===== src/rtl/arb_mux_pkg.sv =====
// ============================================================================
// Module      : arb_mux_pkg
// Description : Shared constants and helpers for the arb_mux arbiter/mux.
// Revision    : 1.0 - initial release
// ============================================================================
`default_nettype none

package arb_mux_pkg;

    localparam int unsigned c_max_num_in = 16;

    function automatic int unsigned idx_width(input int unsigned n);
        return (n <= 2) ? 1 : $clog2(n);
    endfunction

    localparam int unsigned c_max_sel_w = idx_width(c_max_num_in);

    // Caller guarantees at most one bit set; a zero vector maps to index 0.
    function automatic logic [c_max_sel_w-1:0] onehot_to_idx(
        input logic [c_max_num_in-1:0] onehot
    );
        logic [c_max_sel_w-1:0] idx;
        idx = '0;
        for (int i = 0; i < c_max_num_in; i++) begin
            if (onehot[i]) begin
                idx = idx | c_max_sel_w'(i);
            end
        end
        return idx;
    endfunction

endpackage

`default_nettype wire


===== src/rtl/arb_mux_rr_arbiter.sv =====
// ============================================================================
// Module      : rr_arbiter
// Description : One-hot arbiter; round-robin when ARB_MUX_RR_EN is defined,
//               fixed lowest-index priority otherwise (no pointer built).
// Revision    : 1.0 - initial release
// ============================================================================
`default_nettype none

module rr_arbiter
    import arb_mux_pkg::*;
#(
    parameter int NUM_IN = 4,
    parameter int SEL_W  = $clog2(NUM_IN)
) (
    input  logic              clk,
    input  logic              rst,
    input  logic [NUM_IN-1:0] req,
    input  logic              advance,
    output logic [NUM_IN-1:0] grant
);

`ifdef ARB_MUX_RR_EN
    logic [SEL_W-1:0] ptr_q;
    logic [SEL_W-1:0] ptr_d;
    logic [SEL_W-1:0] w_win;
    logic             w_found;

    // Two passes: channels at or above the pointer first, then the wrapped tail.
    always_comb begin
        grant   = '0;
        w_found = 1'b0;
        for (int c = 0; c < NUM_IN; c++) begin
            if (!w_found && req[c] && (SEL_W'(c) >= ptr_q)) begin
                grant[c] = 1'b1;
                w_found  = 1'b1;
            end
        end
        for (int c = 0; c < NUM_IN; c++) begin
            if (!w_found && req[c] && (SEL_W'(c) < ptr_q)) begin
                grant[c] = 1'b1;
                w_found  = 1'b1;
            end
        end
    end

    assign w_win = SEL_W'(onehot_to_idx(c_max_num_in'(grant)));
    assign ptr_d = (w_win == SEL_W'(NUM_IN - 1)) ? '0 : (w_win + SEL_W'(1));

    always_ff @(posedge clk) begin
        if (rst) begin
            ptr_q <= '0;
        end else if (advance) begin
            ptr_q <= ptr_d;
        end
    end
`else
    logic w_found;
    logic w_unused;

    always_comb begin
        grant   = '0;
        w_found = 1'b0;
        for (int c = 0; c < NUM_IN; c++) begin
            if (!w_found && req[c]) begin
                grant[c] = 1'b1;
                w_found  = 1'b1;
            end
        end
    end

    assign w_unused = ^{clk, rst, advance};
`endif

endmodule

`default_nettype wire


===== src/rtl/arb_mux.sv =====
// ============================================================================
// Module      : arb_mux
// Description : N-to-1 arbitrated mux with a registered valid/ready output
//               stage. Define ARB_MUX_RR_EN for round-robin arbitration.
// Revision    : 1.0 - initial release
// ============================================================================
`default_nettype none

module arb_mux
    import arb_mux_pkg::*;
#(
    parameter int WIDTH  = 32,
    parameter int NUM_IN = 4,
    parameter int SEL_W  = $clog2(NUM_IN)
) (
    input  logic                     clk,
    input  logic                     rst,
    input  logic [NUM_IN*WIDTH-1:0]  in_data,
    input  logic [NUM_IN-1:0]        in_valid,
    output logic [NUM_IN-1:0]        in_ready,
    output logic [WIDTH-1:0]         out_data,
    output logic                     out_valid,
    input  logic                     out_ready,
    output logic [SEL_W-1:0]         out_sel
);

    logic [WIDTH-1:0]  out_data_q;
    logic              out_valid_q;
    logic [SEL_W-1:0]  out_sel_q;

    logic              w_load;
    logic              w_xfer;
    logic [NUM_IN-1:0] w_grant;
    logic [SEL_W-1:0]  w_sel;
    logic [WIDTH-1:0]  w_data;

    assign w_load = !out_valid_q || out_ready;

    rr_arbiter #(
        .NUM_IN (NUM_IN),
        .SEL_W  (SEL_W)
    ) u_arb (
        .clk     (clk),
        .rst     (rst),
        .req     (in_valid),
        .advance (w_xfer),
        .grant   (w_grant)
    );

    // Grant is already zero when nothing is valid, so any ready bit is a transfer.
    assign in_ready = (w_load && !rst) ? w_grant : '0;
    assign w_xfer   = |in_ready;
    assign w_sel    = SEL_W'(onehot_to_idx(c_max_num_in'(w_grant)));

    always_comb begin
        w_data = '0;
        for (int c = 0; c < NUM_IN; c++) begin
            if (w_grant[c]) begin
                w_data = w_data | in_data[c*WIDTH +: WIDTH];
            end
        end
    end

    always_ff @(posedge clk) begin
        if (rst) begin
            out_valid_q <= 1'b0;
            out_data_q  <= '0;
            out_sel_q   <= '0;
        end else if (w_load) begin
            if (w_xfer) begin
                out_valid_q <= 1'b1;
                out_data_q  <= w_data;
                out_sel_q   <= w_sel;
            end else begin
                out_valid_q <= 1'b0;
            end
        end
    end

    assign out_data  = out_data_q;
    assign out_valid = out_valid_q;
    assign out_sel   = out_sel_q;

endmodule

`default_nettype wire


===== config.mk =====
export PLATFORM = sky130hd
export DESIGN_NAME = arb_mux
export DESIGN_NICKNAME = d
export VERILOG_FILES = /design/src/rtl/arb_mux_pkg.sv /design/src/rtl/arb_mux_rr_arbiter.sv /design/src/rtl/arb_mux.sv
export SDC_FILE = /design/constraint.sdc
export NUM_CORES = 1
export LEC_CHECK = 0
export CAP_MARGIN = 20
export CORE_MARGIN = 5
export CORE_UTILIZATION = 30
export CTS_BUF_LIST = sky130_fd_sc_hd__clkbuf_4
export CTS_CLUSTER_DIAMETER = 60
export CTS_CLUSTER_SIZE = 20
export DETAILED_ROUTE_END_ITERATION = 7
export PLACE_DENSITY = 0.73
export SLEW_MARGIN = 10
export SYNTH_ARGS = -nofsm -noshare
export SYNTH_HDL_FRONTEND = slang
export SYNTH_HIERARCHICAL = 1
export SYNTH_SLANG_ARGS = --single-unit

===== constraint.sdc =====
create_clock -name clk -period 1.9 [get_ports clk]
set_input_delay 0.19 -clock clk [delete_from_list [all_inputs] [get_ports clk]]
set_output_delay 0.19 -clock clk [all_outputs]
set_load 0.05 [all_outputs]

==> run_results.csv <==
group,metric,value,unit
logic_synthesis,ys_ff_latch,35,
min_path,holdPathEnd,"out_sel[0]",
setup_path,r2r_setup_slack,0.64,ns
placed_design,numPortBuffers,173,
finish,drive_gt1_share,9.87,%
logic_synthesis,synth_top_area_share,35.3,%
power_and_ir_drop,p_per_area,595,mW/mm^2
finish,diodes,0,
die,dieArea,0.00835,mm^2
timing,rsz0062_at_grt,"no",
timing,worst_pin_slew,0.575,ns
setup_path,cp_max_fo,9,
finish,nNetsFinal,519,
global_route,antenna_found_initial,0,
job,drv_cap,0,
timing,max_freq,563,MHz
timing,fin_crit_sh,93.5,%
drt,via_per_inst,5.86,
placed_design,gpl.final_weighted_congestion,0.727,
logic_synthesis,synth-edff-count,0,
logic_synthesis,synth_area,0.00199,mm^2
setup_path,reg2regPathDepth,4,
drt,first_iter_violations,127,
clock_network,cts_buffers,5,
min_path,hold_path.class,"register to register",
power_and_ir_drop,power,2.34,mW
timing,finalHoldViolCount,0,
logic_synthesis,yosysMostFrequentCell,"a22oi_1",
drt,vias,2709,
die,fp-row-count,29,
clock_network,clk_path_buf_depth,2,
logic_synthesis,synthArstFlopShare,0,%
clock_network,insertion_delay,0.33,ns
setup_path,cp-end-kind,"output pin",
global_route,grt_first_pass_wirelength,14400,um
drt,wl,9090,um
logic_synthesis,syn_inst,219,
drt,wl_per_cell,19.7,um
run_status,status,"finished, final reports clean",
setup_path,worstPathArrival,1.59,ns
timing,relSlewSlack,61.6,%
timing,finalMaxSlewViolations,0,
logic_synthesis,synth_flop_cell,"dfxtp_1",
logic_synthesis,yosys-top-cells-count,"a22oi_1 (64), dfxtp_1 (35), a311oi_1 (32), a31oi_1 (32), clkbuf_1 (25)",
logic_synthesis,synth_area_leaders,"dfxtp_1 (35%), a22oi_1 (24%), a311oi_1 (14%)",
logic_synthesis,synthDistinctLibCells,21,
global_route,grt_util_all_layers,21.1,%
die,ioPinCount,174,
global_route,overflow,0,
placed_design,pre_cts_ws,-0.122,ns
drt,drt_first_pass_iters,4,
clock_network,cts_setup_buffers,0,
logic_synthesis,yosysSeqAreaShare,35.3,%
timing,worst_hold_slack,0.497,ns
global_route,grt_pass1_vias,2785,
timing,fin_crit,1.78,ns
setup_path,startpoint_type,"primary input",
logic_synthesis,yosysTopAreaCell,"dfxtp_1",
die,core_area,0.00639,mm^2
clock_network,tritoncts,"built",
power_and_ir_drop,ir_drop,0.314,mV
global_route,grt_max_degree,27,
logic_synthesis,synth_nets,354,
timing,setup_viol,0,
logic_synthesis,yosys_warnings,6,
die,die_w,91.4,um
clock_network,cts-root-buf,"clkbuf_4",
timing,fin_ws,0.123,ns
die,dieHeight,91.4,um
power_and_ir_drop,power.leakage,1.36,nW
drt,drc,0,
logic_synthesis,synth.avg_cell_area,9.07,um^2
clock_network,path_clk_slew,0.11,ns
die,initial_core_util,31.1,%
placed_design,dpl.hpwl,6920,um
drt,antenna_left,0,
min_path,whs_path_depth,2,
setup_path,reg2reg_from,"out_valid",
setup_path,rr_endpoint,"out_data[17]",
clock_network,h-tree-depth,2,
timing,fin_skew,0.00381,ns
setup_path,worstPathRequired,1.71,ns
clock_network,cts.sinks,35,
setup_path,timing_worst_setup_path_type,"primary input to output pin",
timing,tns,0,ns
min_path,worstHoldStart,"out_sel[0]",
finish,area_delta_synth_final,98.2,%
## registers in the layout (all words and copies together), names as in the netlist
register   count
out_sel        2
out_valid      1
out_data      32
## logic make-up (layout without fill, tap and decap cells)
logic type / Yosys count / count (layout) / share of synthesized area (%)
AOI/OAI and AO/OA: 134 / 134 / 50.4
buffers and inverters: 37 / 203 / 9.07
DFF: 35 / 35 / 35.3
and+or+nand+nor: 13 / 13 / 5.23
## worst max path at each step
| stage | from | to | cells past startpoint |
|---|---|---|---|
| 2_1_floorplan | out_valid | in_ready[0] | 4 |
| 3_3_place_gp | in_valid[1] | out_data[6] | 7 |
| 3_5_place_dp | in_valid[1] | out_data[17] | 7 |
| 4_1_cts | in_valid[1] | in_ready[3] | 5 |
| 5_1_grt | in_valid[1] | in_ready[3] | 5 |
| 6_report | in_valid[1] | in_ready[3] | 5 |
## where the power goes
group          total, mW  leakage, nW  internal [mW]  switching, mW
registers          0.830        0.289          0.797         0.0331
clock network      0.520       0.0426          0.271          0.249
logic              0.993         1.03          0.492          0.501
## area by class of cell
cell class	count	area [um^2]
clock buffers	5	37.5
clock inverters	3	38.8
fillers	570	2450
inverters	1	3.75
multi-input cells	147	1130
flip-flops and latches	35	701
well taps	77	96.3
repair buffers	194	1930
## metal layers
metal	vias to the layer above	GRT usage [%]	share of wire (%)
met5	-	0	0
met4	0	5.01	1.5
met3	14	7.44	11
met2	159	34.8	48
met1	1265	26.3	40
li1	1271	-	-
## placed cells by master, fill, tap and decap left out, drive strengths merged
cell           instances
buf                   26
clkbuf                 5
nand2b                 1
a21oi                  2
nor3                   1
inv                    1
o31ai                  1
nor4b                  1
a311oi                32
o211ai                 3
nor2b                  2
nor4                   1
and3                   4
nor3b                  1
nand2                  1
dfxtp                 35
a31oi                 32
clkinv                 2
a22oi                 64
clkdlybuf4s50        168
bufinv                 1
or4                    1
## through the flow
step                instances  util, %  cell area (um^2)
finish                    462     61.6              3940
global route              462     61.6              3940
CTS                       462     61.6              3930
detailed placement        454     60.4              3860
global placement          454     60.4              3860
floorplan                 219        -              1990
## worst max-delay path: stages
cell,delay (ns)
clkdlybuf4s50_1,0.49
nor4b_4,0.36
buf_6,0.19
and3_1,0.16
buf_4,0.19
## timing repair
| item | in CTS | in global routing |
|---|---|---|
| resized for setup | 0 | 1 |
| setup endpoints to repair | 0 | 1 |
| hold buffers | 0 | 0 |
Power figures use the tool's default switching activity.
